## src/rtl/abd_fetch.sv

```systemverilog
//------------------------------------------------------------------------------
// abd_fetch
//
// Instruction fetch unit. It is the requester for a synchronous-read
// instruction ROM. It buffers returned words in a small circular buffer and
// hands them to decode over a valid/ready handshake.
//
// Build option:
//   ABD_FETCH_BYPASS_EN  when defined, a word coming back from the ROM while
//                        the buffer is empty is presented to decode in the
//                        same cycle. This saves one cycle of latency after
//                        reset and after a redirect. When undefined, every
//                        word passes through the buffer registers.
//
// Ports:
//   clock           single clock, rising edge
//   reset           synchronous, active-high
//   rom_address     ROM read address (always equal to fetch_pc)
//   rom_q           ROM read data, valid one cycle after the address
//   redirect_valid  branch/jump taken: flush and restart fetch
//   redirect_pc     new fetch address, qualified by redirect_valid
//   instr_valid     instr/instr_pc hold a valid instruction
//   instr_ready     decode accepts the instruction this cycle
//   instr           instruction word, 0 when instr_valid=0
//   instr_pc        address of instr, 0 when instr_valid=0
//
// Handshake: a transfer happens on a rising edge where instr_valid and
// instr_ready are both 1. While instr_valid=1 and instr_ready=0,
// instr/instr_pc stay stable; only redirect or reset may withdraw them.
//------------------------------------------------------------------------------
module abd_fetch #(
   parameter int         INSTR_WIDTH = 16,
   parameter logic [9:0] RESET_PC    = 10'd0,
   parameter int         BUF_DEPTH   = 2
) (
   input  logic                   clock,
   input  logic                   reset,
   output logic [9:0]             rom_address,
   input  logic [INSTR_WIDTH-1:0] rom_q,
   input  logic                   redirect_valid,
   input  logic [9:0]             redirect_pc,
   output logic                   instr_valid,
   input  logic                   instr_ready,
   output logic [INSTR_WIDTH-1:0] instr,
   output logic [9:0]             instr_pc
);

   localparam int PTR_W = (BUF_DEPTH > 1) ? $clog2(BUF_DEPTH) : 1;
   localparam int CNT_W = $clog2(BUF_DEPTH + 1);
   localparam logic [PTR_W-1:0] PTR_LAST = PTR_W'(BUF_DEPTH - 1);
   localparam logic [CNT_W-1:0] CNT_FULL = CNT_W'(BUF_DEPTH);
   localparam logic [CNT_W:0]   CREDIT   = (CNT_W + 1)'(BUF_DEPTH);

   logic [9:0]             fetch_pc;
   logic                   inflight;
   logic [9:0]             inflight_pc;
   logic [INSTR_WIDTH-1:0] buf_instr [BUF_DEPTH];
   logic [9:0]             buf_pc    [BUF_DEPTH];
   logic [PTR_W-1:0]       rd_ptr;
   logic [PTR_W-1:0]       wr_ptr;
   logic [CNT_W-1:0]       count;

   logic                   buf_empty;
   logic                   direct;
   logic                   pop;
   logic                   pop_buf;
   logic                   push;
   logic [CNT_W:0]         occupancy;
   logic                   issue;

   function automatic logic [PTR_W-1:0] next_ptr(input logic [PTR_W-1:0] p);
      return (p == PTR_LAST) ? '0 : p + 1'b1;
   endfunction

   assign rom_address = fetch_pc;
   assign buf_empty   = (count == '0);

   // direct: the returning ROM word is shown to decode without being buffered
`ifdef ABD_FETCH_BYPASS_EN
   assign direct = buf_empty & inflight;
`else
   assign direct = 1'b0;
`endif

   always_comb begin
      instr_valid = 1'b0;
      instr       = '0;
      instr_pc    = '0;
      if (!buf_empty) begin
         instr_valid = 1'b1;
         instr       = buf_instr[rd_ptr];
         instr_pc    = buf_pc[rd_ptr];
      end else if (direct) begin
         instr_valid = 1'b1;
         instr       = rom_q;
         instr_pc    = inflight_pc;
      end
   end

   assign pop     = instr_valid & instr_ready;
   assign pop_buf = pop & !buf_empty;
   // A returning word is dropped on redirect, and skips the buffer when it
   // is consumed directly.
   assign push    = inflight & !redirect_valid & !(direct & pop);

   // Credit: words held plus the word in flight, minus the one leaving now,
   // must leave room for the word issued this cycle.
   assign occupancy = {1'b0, count} + (CNT_W + 1)'(inflight) - (CNT_W + 1)'(pop);
   assign issue     = !reset & !redirect_valid & (occupancy < CREDIT);

   always_ff @(posedge clock) begin
      if (reset) begin
         fetch_pc    <= RESET_PC;
         inflight    <= 1'b0;
         inflight_pc <= '0;
         rd_ptr      <= '0;
         wr_ptr      <= '0;
         count       <= '0;
      end else if (redirect_valid) begin
         // Any pop this cycle has already completed; the flush follows it.
         fetch_pc <= redirect_pc;
         inflight <= 1'b0;
         rd_ptr   <= '0;
         wr_ptr   <= '0;
         count    <= '0;
      end else begin
         inflight <= issue;
         if (issue) begin
            inflight_pc <= fetch_pc;
            fetch_pc    <= fetch_pc + 10'd1;
         end
         if (push)    wr_ptr <= next_ptr(wr_ptr);
         if (pop_buf) rd_ptr <= next_ptr(rd_ptr);
         case ({push, pop_buf})
            2'b10:   count <= count + 1'b1;
            2'b01:   count <= count - 1'b1;
            default: count <= count;
         endcase
      end
   end

   // Buffer storage carries no reset; count alone says what is valid.
   always_ff @(posedge clock) begin
      if (!reset && push) begin
         buf_instr[wr_ptr] <= rom_q;
         buf_pc[wr_ptr]    <= inflight_pc;
      end
   end

   no_overflow: assert property (@(posedge clock) disable iff (reset)
      !(push && !pop_buf && count == CNT_FULL));

endmodule

```

## config.mk

```make
export PLATFORM = sky130hd
export DESIGN_NAME = abd_fetch
export DESIGN_NICKNAME = d
export VERILOG_FILES = /design/src/rtl/abd_fetch.sv
export SDC_FILE = /design/constraint.sdc
export NUM_CORES = 1
export LEC_CHECK = 0
export BUFFER_PORTS_ARGS = -buffer_cell sky130_fd_sc_hd__buf_4
export CORE_ASPECT_RATIO = 0.8
export CORE_UTILIZATION = 58
export CTS_CLUSTER_DIAMETER = 50
export CTS_CLUSTER_SIZE = 14
export DETAILED_ROUTE_END_ITERATION = 16
export GPL_ROUTABILITY_DRIVEN = 0
export PLACE_DENSITY = 0.84
export SLEW_MARGIN = 20
export SYNTH_ARGS = -nofsm -noshare
export SYNTH_HDL_FRONTEND = slang
export SYNTH_SLANG_ARGS = --single-unit
```

## constraint.sdc

```tcl
create_clock -name clock -period 8.4 [get_ports clock]
set_clock_uncertainty 0.2 [all_clocks]
set_input_delay 0 -clock clock [delete_from_list [all_inputs] [get_ports clock]]
set_output_delay 0 -clock clock [all_outputs]
set_load 0.005 [all_outputs]
```

==> results.sh, run 1 <==
export IMPL_status="complete, but fails checks"
export IMPL_violations="DRC"
export IMPL_path_cells="nor2_4 > nor2b_1 > ha_1 > nand2b_1 > fa_1 > xnor2_2 > nand3_2 > inv_1 > a22oi_1 > dlygate4sd3_1 > a21oi_1 > dlygate4sd3_1"
export IMPL_slowest_delay_ns=0.62
export IMPL_synth_edff_count=52
export IMPL_initial_core_util_pct=61.6
export IMPL_clkSlewWorstSetupHoldPaths_ns=0.08
export IMPL_min_period_over_period_pct=57.5
export IMPL_yosysSeqAreaShare_pct=66.4
export IMPL_drtPass1Iterations=12
export IMPL_io_buffers=66
export IMPL_async_flop_share_pct=0
export IMPL_post_cts_buffers=0
export IMPL_maxSlewViolCount=0
export IMPL_endpoint_kind="flop"
export IMPL_vias_per_cell=5.60
export IMPL_drcViolationCount=12
export IMPL_syn_avg_cell_area_um2=12.3
export IMPL_vias=2392
export IMPL_p_leak_nw=1.56
export IMPL_synth_cell_types=35
export IMPL_grt_pass1_wl_um=11300
export IMPL_fin_crit_ns=4.83
export IMPL_ctsResizeCount=0
export IMPL_core_um2=5090
export IMPL_die_w_um=84.2
export IMPL_tns_ns=0
export IMPL_min_path_type="in2reg"
export IMPL_antenna_found_initial=0
export IMPL_arrival_ns=4.92
export IMPL_synthCells=254
export IMPL_critPathKind="reg2reg"
export IMPL_ioPinCount=67
export IMPL_grt_max_degree=29
export IMPL_dieArea_um2=5710
export IMPL_final_util_pct=83.4
export IMPL_final_cells=427
export IMPL_rows=23
export IMPL_syn_num_nets=288
export IMPL_synth_area_um2=3140
export IMPL_hold_viol_final=0
export IMPL_crit_buf_inv=3
export IMPL_area_growth_pct=35.5
export IMPL_cts_buffer_depth=2
export IMPL_num_antenna_cells=0
export IMPL_slowest_stage="dlygate4sd3_1"
export IMPL_yosys_warnings=0
export IMPL_maxCapViolations=0
export IMPL_final_antenna_net_count=0
export IMPL_maxSlewHeadroom_pct=55.8
export IMPL_ys_flop_type="edfxtp_1"
export IMPL_drtIter0Drc=134
export IMPL_rsz0062_at_grt="no"
export IMPL_ir_drop_v=0.0000870
export IMPL_grt_use_total_pct=27.1
export IMPL_critical_path_required_ns=8.49
export IMPL_power_density_nw_per_um2=171
export IMPL_cp_top_family="buffers and inverters"
export IMPL_clk_latency_ns=0.34
export IMPL_crit_top_cell="dlygate4sd3_1"
export IMPL_ys_ff_latch=78
export IMPL_finalNetCount=394
export IMPL_grt_pass1_vias=2350
export IMPL_wl_um=7230
export IMPL_dp_cells=372
export IMPL_cts_tree="yes"
export IMPL_numCtsBuffers=9
export IMPL_fp_dieH_um=67.8
export IMPL_tightestPinTransition_ns=0.662
export IMPL_crit_fanout=28
export IMPL_setup_viol=0
export IMPL_max_freq_ghz=0.207
export IMPL_grt_overflow=0
export IMPL_dp_hpwl_um=4080
export IMPL_htreeDepth=3
export IMPL_cts_root_buffer="clkbuf_8"
export IMPL_wl_per_cell_um=16.9
export IMPL_clock_sinks=78
export IMPL_drive_above_1_share_pct=24.1
export IMPL_start_kind="flop"
==> flip-flops by register name, summed over array words and instances, names as in the netlist, named ones only <==
name / count
buf_instr: 32
buf_pc: 20
inflight_pc: 10
rom_address: 10
count: 2
inflight: 1
rd_ptr: 1
wr_ptr: 1
==> final timing paths <==
check                                                 start                     endpoint  slack (ns)  cells after the start
worst min-delay path                            instr_ready          rd_ptr$_SDFFE_PP0P_        0.07                      4
worst max register to register        count[1]$_SDFFE_PP0P_  rom_address[1]$_SDFFE_PP0P_        3.57                     12
worst min register to register  inflight_pc[0]$_SDFFE_PP0P_       buf_pc[0][0]$_DFFE_PP_        0.25                      0
worst max-delay path                  count[1]$_SDFFE_PP0P_  rom_address[1]$_SDFFE_PP0P_        3.57                     12
==> cells in the final DEF (no fill, tap or decap), types with 2 or more instances in the layout <==
cell | Yosys | routed
a21oi_1 | 15 | 15
nor2_1 | 33 | 32
nand3_1 | 2 | 2
clkbuf_8 | 0 | 9
dlygate4sd3_1 | 0 | 39
buf_4 | 0 | 69
mux2i_1 | 26 | 26
clkinv_1 | 1 | 2
o22ai_1 | 4 | 4
clkinv_2 | 0 | 2
o311ai_0 | 2 | 2
dfxtp_1 | 26 | 26
nand4_1 | 2 | 2
inv_1 | 4 | 4
xnor2_1 | 4 | 4
a22oi_1 | 3 | 3
clkinvlp_4 | 0 | 2
or4_1 | 3 | 3
nor3_1 | 7 | 6
edfxtp_1 | 52 | 52
nand2_1 | 33 | 33
nor2b_1 | 2 | 2
a31oi_1 | 4 | 4
ha_1 | 3 | 3
o31a_1 | 2 | 2
==> layer usage <==
layer,vias up,track usage (%),share of wire [%]
met5,-,0,0
met4,0,11.2,1.2
met3,9,9.90,8.2
met2,103,49.2,51
met1,1144,29.5,40
li1,1136,-,-
==> timing repair <==
item / CTS / global route
hold buffers: 39 / 0
setup endpoints to repair: 0 / 0
hold endpoints to repair: 57 / 0
==> power breakdown <==
group / total (mW) / internal [mW] / switching, mW
logic: 0.0665 / 0.0371 / 0.0294
registers: 0.425 / 0.416 / 0.00829
clock network: 0.235 / 0.106 / 0.128
total: 0.726 / 0.560 / 0.166
==> synthesized netlist by cell type, types with 3 or more instances <==
cell type / count / area, um2
edfxtp_1: 52 / 1560
nand2_1: 33 / 124
nor2_1: 33 / 124
dfxtp_1: 26 / 521
mux2i_1: 26 / 260
a21oi_1: 15 / 75.1
nor3_1: 7 / 35.0
buf_2: 6 / 30.0
clkbuf_1: 6 / 22.5
a31oi_1: 4 / 25.0
inv_1: 4 / 15.0
o22ai_1: 4 / 25.0
xnor2_1: 4 / 35.0
a22oi_1: 3 / 22.5
ha_1: 3 / 37.5
or4_1: 3 / 22.5
==> stage by stage <==
| stage | setup slack [ns] | instance area (um2) | power, mW | hold WS, ns |
|---|---|---|---|---|
| after detailed placement | 4.32 | 3690 | 0.482 | -0.0124 |
| after floorplan | 5.36 | 3140 | 0.456 | -0.101 |
| after global routing | 3.24 | 4250 | 0.752 | 0.0694 |
| after global placement | 4.52 | 3690 | 0.480 | -0.0150 |
| final | 3.57 | 4250 | 0.726 | 0.0682 |
| after CTS | 3.28 | 4240 | 0.727 | 0.0246 |
==> worst register-to-register path, delay by kind of cell (launching register included) <==
kind                     cells  cell delay, ns
AND/OR/NAND/NOR              4            1.26
adder cells (fa/ha/maj)      2            0.73
AO/OA/AOI/OAI                2            0.29
XOR/XNOR                     1            0.20
buffers and inverters        3            1.69
flip-flops                   1            0.40
==> final cells by class <==
| type | count | area, um2 |
|---|---|---|
| clock buffers | 10 | 128 |
| clock inverters | 6 | 37.5 |
| repair buffers | 108 | 908 |
| multi-input cells | 158 | 996 |
| fillers | 281 | 846 |
| inverters | 5 | 18.8 |
| flip-flops and latches | 78 | 2080 |
| well taps | 62 | 77.6 |
==> kinds of logic after synthesis <==
family	Yosys count	synth area share (%)
buffers and inverters	18	2.39
adder cells (fa/ha/maj)	4	1.84
AO/OA/AOI/OAI	34	6.82
multiplexers	26	8.30
AND/OR/NAND/NOR	88	12.3
flip-flops	78	66.4
XOR/XNOR	6	1.92
Note: power is estimated with default switching activity, not from simulation.
==> run 2: changes to the inputs <==
--- a/config.mk
+++ b/config.mk
@@ -7,12 +7,12 @@
 export LEC_CHECK = 0
 export BUFFER_PORTS_ARGS = -buffer_cell sky130_fd_sc_hd__buf_4
 export CORE_ASPECT_RATIO = 0.8
-export CORE_UTILIZATION = 58
+export CORE_UTILIZATION = 54
 export CTS_CLUSTER_DIAMETER = 50
 export CTS_CLUSTER_SIZE = 14
 export DETAILED_ROUTE_END_ITERATION = 16
 export GPL_ROUTABILITY_DRIVEN = 0
-export PLACE_DENSITY = 0.84
+export PLACE_DENSITY = 0.79
 export SLEW_MARGIN = 20
 export SYNTH_ARGS = -nofsm -noshare
 export SYNTH_HDL_FRONTEND = slang
==> constraint.sdc (replaced) <==
create_clock -name clock -period 4.78 [get_ports clock]
set_clock_uncertainty 0.2 [all_clocks]
set_input_delay 0 -clock clock [delete_from_list [all_inputs] [get_ports clock]]
set_output_delay 0 -clock clock [all_outputs]
set_load 0.005 [all_outputs]
==> run 2 against run 1 <==
Net effect: the run now ends clean; maximum frequency is 8.8% higher; cell area is 1.7% higher; non-clock buffer count is 1 higher; critical endpoint is now rom_address[2]$_SDFFE_PP0P_.
==> results.sh, run 2 (synthesized netlist as in run 1, its figures left out) <==
export IMPL_vias=2350
export IMPL_die_w_um=87.2
export IMPL_tightestPinTransition_ns=0.513
export IMPL_setup_viol=0
export IMPL_p_leak_nw=1.57
export IMPL_dieArea_um2=6120
export IMPL_grt_overflow=0
export IMPL_grt_max_degree=29
export IMPL_crit_top_cell="dlygate4sd3_1"
export IMPL_initial_core_util_pct=56.7
export IMPL_slowest_stage="dlygate4sd3_1"
export IMPL_vias_per_cell=5.28
export IMPL_maxSlewHeadroom_pct=65.7
export IMPL_num_antenna_cells=0
export IMPL_clk_latency_ns=0.34
export IMPL_wl_per_cell_um=14.5
export IMPL_arrival_ns=4.46
export IMPL_max_freq_ghz=0.225
export IMPL_reg_top3="buf_instr x32, buf_pc x20"
export IMPL_cts_buffer_depth=2
export IMPL_drcViolationCount=0
export IMPL_min_period_over_period_pct=92.8
export IMPL_layout_commonest_cell="buf_4"
export IMPL_hold_viol_final=0
export IMPL_path_cells="nor2_2 > buf_4 > nor2b_1 > ha_1 > nand2b_1 > fa_1 > xnor2_2 > nand3_4 > clkinvlp_4 > a222oi_1 > dlygate4sd3_1 > nor2_1 > dlygate4sd3_1"
export IMPL_status="completed"
export IMPL_fill_cells=352
export IMPL_io_buffers=66
export IMPL_finalPower_mw=1.34
export IMPL_power_density_nw_per_um2=310
export IMPL_grt_pass1_wl_um=10400
export IMPL_critical_path_required_ns=4.81
export IMPL_grt_use_total_pct=22.7
export IMPL_fin_crit_ns=4.44
export IMPL_dp_hpwl_um=3940
export IMPL_final_antenna_net_count=0
export IMPL_wl_um=6430
export IMPL_final_cell_mix="buf_4, edfxtp_1, dlygate4sd3_1"
export IMPL_htreeDepth=3
export IMPL_clock_sinks=78
export IMPL_area_growth_pct=37.7
export IMPL_largest_register_ffs=32
export IMPL_cts_root_buffer="clkbuf_8"
export IMPL_cts_tree="yes"
export IMPL_drtIter0Drc=155
export IMPL_ir_drop_v=0.000181
export IMPL_grt_pass1_vias=2261
export IMPL_ioPinCount=67
export IMPL_rows=24
export IMPL_largest_register="buf_instr"
export IMPL_finalNetCount=396
export IMPL_fp_dieH_um=70.2
export IMPL_endpoint_kind="flop"
export IMPL_tns_ns=0
export IMPL_drtPass1Iterations=4
export IMPL_slowest_delay_ns=0.60
export IMPL_critPathKind="reg2reg"
export IMPL_min_path_type="in2reg"
export IMPL_drive_above_1_share_pct=25.1
export IMPL_clkSlewWorstSetupHoldPaths_ns=0.08
export IMPL_maxSlewViolCount=0
export IMPL_core_um2=5530
export IMPL_start_kind="flop"
export IMPL_crit_fanout=28
export IMPL_rsz0062_at_grt="no"
export IMPL_numCtsBuffers=9
export IMPL_maxCapViolations=0
export IMPL_antenna_found_initial=0
## run 2: stage by stage
step | instances | cell area (um2) | utilization [%] | worst slack, ns | hold slack (ns)
finish | 445 | 4320 | 78.2 | 0.344 | 0.190
CTS | 444 | 4300 | 77.9 | 0.108 | 0.168
detailed placement | 389 | 3710 | 67.2 | 1.16 | -0.0108
floorplan | 254 | 3140 | - | 1.74 | -0.101
global placement | 389 | 3710 | 67.2 | 1.34 | -0.0145
global route | 445 | 4320 | 78.2 | 0.156 | 0.169
## run 2: what timing repair did
action                     in CTS  in global routing
hold buffers                   39                  0
gates resized for setup         0                  2
setup endpoints to repair       0                  2
hold endpoints to repair       57                  0
buffers inserted                0                  0
## run 2: area by class of cell
| cell class | instances | area, um2 | area share, % |
|---|---|---|---|
| Sequential cell | 78 | 2080 | 48.2 |
| Multi-Input combinational cell | 158 | 998 | 23.1 |
| Timing Repair Buffer | 109 | 916 | 21.2 |
| Clock buffer | 10 | 128 | 2.95 |
| Tap cell | 78 | 97.6 | 2.26 |
| Clock inverter | 6 | 70.1 | 1.62 |
| Inverter | 5 | 22.5 | 0.521 |
| Timing Repair inverter | 1 | 5.00 | 0.116 |
## run 2: worst paths after layout
kind                                 endpoint  cells past startpoint                        start  slack, ns
setup / recovery  rom_address[2]$_SDFFE_PP0P_                     13        count[1]$_SDFFE_PP0P_       0.34
hold / removal     buf_instr[1][12]$_DFFE_PP_                      2                    rom_q[12]       0.19
setup reg to reg  rom_address[2]$_SDFFE_PP0P_                     13        count[1]$_SDFFE_PP0P_       0.34
hold reg to reg        buf_pc[1][2]$_DFFE_PP_                      0  inflight_pc[2]$_SDFFE_PP0P_       0.26
## run 2: critical path, delay by kind of cell (launching register included)
kind	cells	cell delay, ns
xor+xnor	1	0.19
simple gates	5	0.79
flops	1	0.47
compound gates	1	0.32
fa+ha+maj	2	0.68
buf+inv	4	1.66
## run 2: report_power, final
part | switching (mW) | internal (mW)
Clock | 0.232 | 0.244
Combinational | 0.0516 | 0.0659
Sequential | 0.0137 | 0.731
Total | 0.298 | 1.04
## run 2: metal layers
layer  global-route usage (%)  vias to the layer above  part of all wire, %
met5                        0                        -                    0
met4                     8.20                        0                  1.0
met3                     6.86                       10                  7.6
met2                     36.7                      102                   49
met1                     29.0                     1102                   43
li1                         -                     1136                    -
==> run 3: changes to the inputs <==
--- a/config.mk
+++ b/config.mk
@@ -5,7 +5,9 @@
 export SDC_FILE = /design/constraint.sdc
 export NUM_CORES = 1
 export LEC_CHECK = 0
+export ABC_AREA = 1
 export BUFFER_PORTS_ARGS = -buffer_cell sky130_fd_sc_hd__buf_4
+export CAP_MARGIN = 20
 export CORE_ASPECT_RATIO = 0.8
 export CORE_UTILIZATION = 54
 export CTS_CLUSTER_DIAMETER = 50
==> run 3 against run 2 <==
Net effect: clock power increased by 11%; utilization decreased by 2.8 points; clock-buffer cell count increased by 2; non-clock buffer count decreased by 2; via count increased by 14%; power increased by 5.5%; synthesized cell count increased by 31%; final cell count increased by 18%; sequential cell count unchanged; critical path type unchanged; critical endpoint is now rom_address[9]$_SDFFE_PP0P_; largest power group unchanged.
==> results.sh, run 3 <==
export IMPL_vias_per_cell=5.11
export IMPL_ys_flop_type="edfxtp_1"
export IMPL_reg_top3="buf_instr x32, buf_pc x20"
export IMPL_dp_worst_setup_slack_ns=1.63
export IMPL_synthTopCellsByCount="nand2_1, edfxtp_1, nor2_1, a21oi_1, dfxtp_1"
export IMPL_maxSlewHeadroom_pct=37.5
export IMPL_status="completed"
export IMPL_largest_register_ffs=32
export IMPL_min_period_over_period_pct=76.9
export IMPL_drcViolationCount=0
export IMPL_drtIter0Drc=180
export IMPL_grt_pass1_vias=2432
export IMPL_ioPinCount=67
export IMPL_tightestPinTransition_ns=0.936
export IMPL_critical_path_required_ns=4.87
export IMPL_clkPwrFrac_pct=37.4
export IMPL_net_switching_power_mw=0.297
export IMPL_wl_um=7140
export IMPL_clkSlewWorstSetupHoldPaths_ns=0.08
export IMPL_syn_num_nets=367
export IMPL_power_density_nw_per_um2=318
export IMPL_maxCapViolations=0
export IMPL_syn_avg_cell_area_um2=9.87
export IMPL_yosysTopAreaCell="edfxtp_1"
export IMPL_p_int_mw=1.12
export IMPL_htreeDepth=3
export IMPL_synth_area_um2=3290
export IMPL_core_um2=5880
export IMPL_met1_usage_pct=29.9
export IMPL_dieArea_um2=6410
export IMPL_io_buffers=66
export IMPL_arrival_ns=3.77
export IMPL_initial_core_util_pct=55.9
export IMPL_post_cts_buffers=0
export IMPL_grt_max_degree=28
export IMPL_cts_tree="yes"
export IMPL_synth_edff_count=52
export IMPL_fp_dieH_um=71.8
export IMPL_async_flop_share_pct=0
export IMPL_endpoint_kind="flop"
export IMPL_rows=25
export IMPL_grt_use_total_pct=24.1
export IMPL_largest_register="buf_instr"
export IMPL_start_kind="flop"
export IMPL_synthTopCellsByArea="edfxtp_1, dfxtp_1, nand2_1, a21oi_1, nor2_1"
export IMPL_wl_per_cell_um=13.6
export IMPL_final_antenna_net_count=0
export IMPL_final_setup_worst_slack_ns=1.11
export IMPL_timing_hold_ws_ns=0.190
export IMPL_ys_ff_latch=78
export IMPL_stdcell_area_um2=4430
export IMPL_maxSlewViolCount=0
export IMPL_num_antenna_cells=0
export IMPL_fin_crit_ns=3.67
export IMPL_tns_ns=0
export IMPL_critPathKind="reg2reg"
export IMPL_clk_latency_ns=0.34
export IMPL_grt_pass1_wl_um=11400
export IMPL_p_leak_nw=1.80
export IMPL_vias=2676
export IMPL_grtUsageMet3_pct=7.14
export IMPL_numCtsBuffers=9
export IMPL_final_cell_mix="nand2_1, buf_4, edfxtp_1"
export IMPL_setup_viol=0
export IMPL_crit_fanout=27
export IMPL_clock_sinks=78
export IMPL_layout_commonest_cell="nand2_1"
export IMPL_grt_use_met2_pct=40.8
export IMPL_synth_cell_types=31
export IMPL_area_growth_pct=34.9
export IMPL_yosysMostFrequentCell="nand2_1"
export IMPL_antenna_found_initial=0
export IMPL_yosys_area_top_type_share_pct=47.5
export IMPL_die_w_um=89.2
export IMPL_p_seq_share_pct=53.5
export IMPL_hold_buffers=38
export IMPL_fill_cells=423
export IMPL_rsz0062_at_grt="no"
export IMPL_max_freq_ghz=0.272
export IMPL_place_area_um2=3840
export IMPL_ir_drop_v=0.000171
export IMPL_p_sw_share_pct=21.0
export IMPL_dp_hpwl_um=4190
export IMPL_ctsResizeCount=0
export IMPL_yosys_warnings=0
export IMPL_hold_viol_final=0
export IMPL_drive_above_1_share_pct=22.6
export IMPL_finalNetCount=472
export IMPL_min_path_type="in2reg"
export IMPL_synthCells=333
export IMPL_power_frac_comb_pct=9.1
export IMPL_yosysSeqAreaShare_pct=63.3
export IMPL_busiest_layer="met2"
export IMPL_cts_root_buffer="clkbuf_8"
export IMPL_drtPass1Iterations=4
export IMPL_cts_buffer_depth=2
export IMPL_grt_overflow=0
run 3: cell types whose count changed in the layout (fill, tap and decap cells not counted), sizes merged, moves of 4 or more:
| cell | before | now |
|---|---|---|
| xnor2 | 5 | 0 |
| a31oi | 4 | 0 |
| nor3 | 7 | 2 |
| nand2 | 33 | 102 |
| mux2i | 26 | 0 |
| o21ai | 1 | 11 |
| inv | 4 | 16 |
| nor2 | 33 | 44 |
| a21oi | 15 | 38 |
| o22ai | 4 | 0 |
| clkinvlp | 5 | 1 |
| nand3 | 3 | 16 |
run 3: per-stage QoR:
| stage | instances | total power [mW] | utilization (%) |
|---|---|---|---|
| after floorplan | 333 | 0.823 | - |
| after global placement | 470 | 0.866 | 65.2 |
| after detailed placement | 470 | 0.871 | 65.2 |
| after CTS | 524 | 1.42 | 75.4 |
| after global routing | 524 | 1.47 | 75.4 |
| final | 524 | 1.41 | 75.4 |
run 3: routing by layer:
layer,wire (um),up-vias
met5,0,-
met4,110,0
met3,373,14
met2,3630,96
met1,3020,1242
li1,-,1324
run 3: final timing paths:
path,start,end,slack [ns],depth (start not counted)
setup reg to reg,count[1]$_SDFFE_PP0P_,rom_address[9]$_SDFFE_PP0P_,1.11,14
hold / removal,rom_q[7],buf_instr[1][7]$_DFFE_PP_,0.19,2
setup / recovery,count[1]$_SDFFE_PP0P_,rom_address[9]$_SDFFE_PP0P_,1.11,14
hold reg to reg,inflight_pc[3]$_SDFFE_PP0P_,buf_pc[1][3]$_DFFE_PP_,0.26,0
run 3: critical path: stages, from the launching register on:
cell and delay (ns):
dfxtp_1 0.39, nor2_2 0.14, buf_4 0.30, inv_2 0.07
nand2_1 0.09, inv_1 0.07, ha_1 0.27, inv_1 0.05
nand2_1 0.06, fa_1 0.56, nand3_4 0.09, nor2_4 0.47
nand3_1 0.13, a21oi_1 0.17, dlygate4sd3_1 0.56
run 3: layout make-up:
class / instances / area, um2 / area share (%)
flip-flops and latches: 78 / 2080 / 47.0
multi-input cells: 225 / 1060 / 24.0
repair buffers: 107 / 898 / 20.3
clock buffers: 12 / 145 / 3.27
well taps: 81 / 101 / 2.29
clock inverters: 4 / 72.6 / 1.64
inverters: 17 / 71.3 / 1.61
run 3: cell families after synthesis:
| family | share of synthesized area (%) |
|---|---|
| simple gates | 21.3 |
| flops | 63.3 |
| compound gates | 8.75 |
| buf+inv | 4.57 |
| fa+ha+maj | 1.75 |
| xor+xnor | 0.266 |
run 3: power groups by stage:
stage	Sequential [mW]	Combinational (mW)	Clock (mW)
6_report	0.756	0.129	0.527
5_1_grt	0.758	0.141	0.567
4_1_cts	0.755	0.127	0.535
3_5_place_dp	0.770	0.100	0
3_3_place_gp	0.769	0.0972	0
2_1_floorplan	0.766	0.0570	0
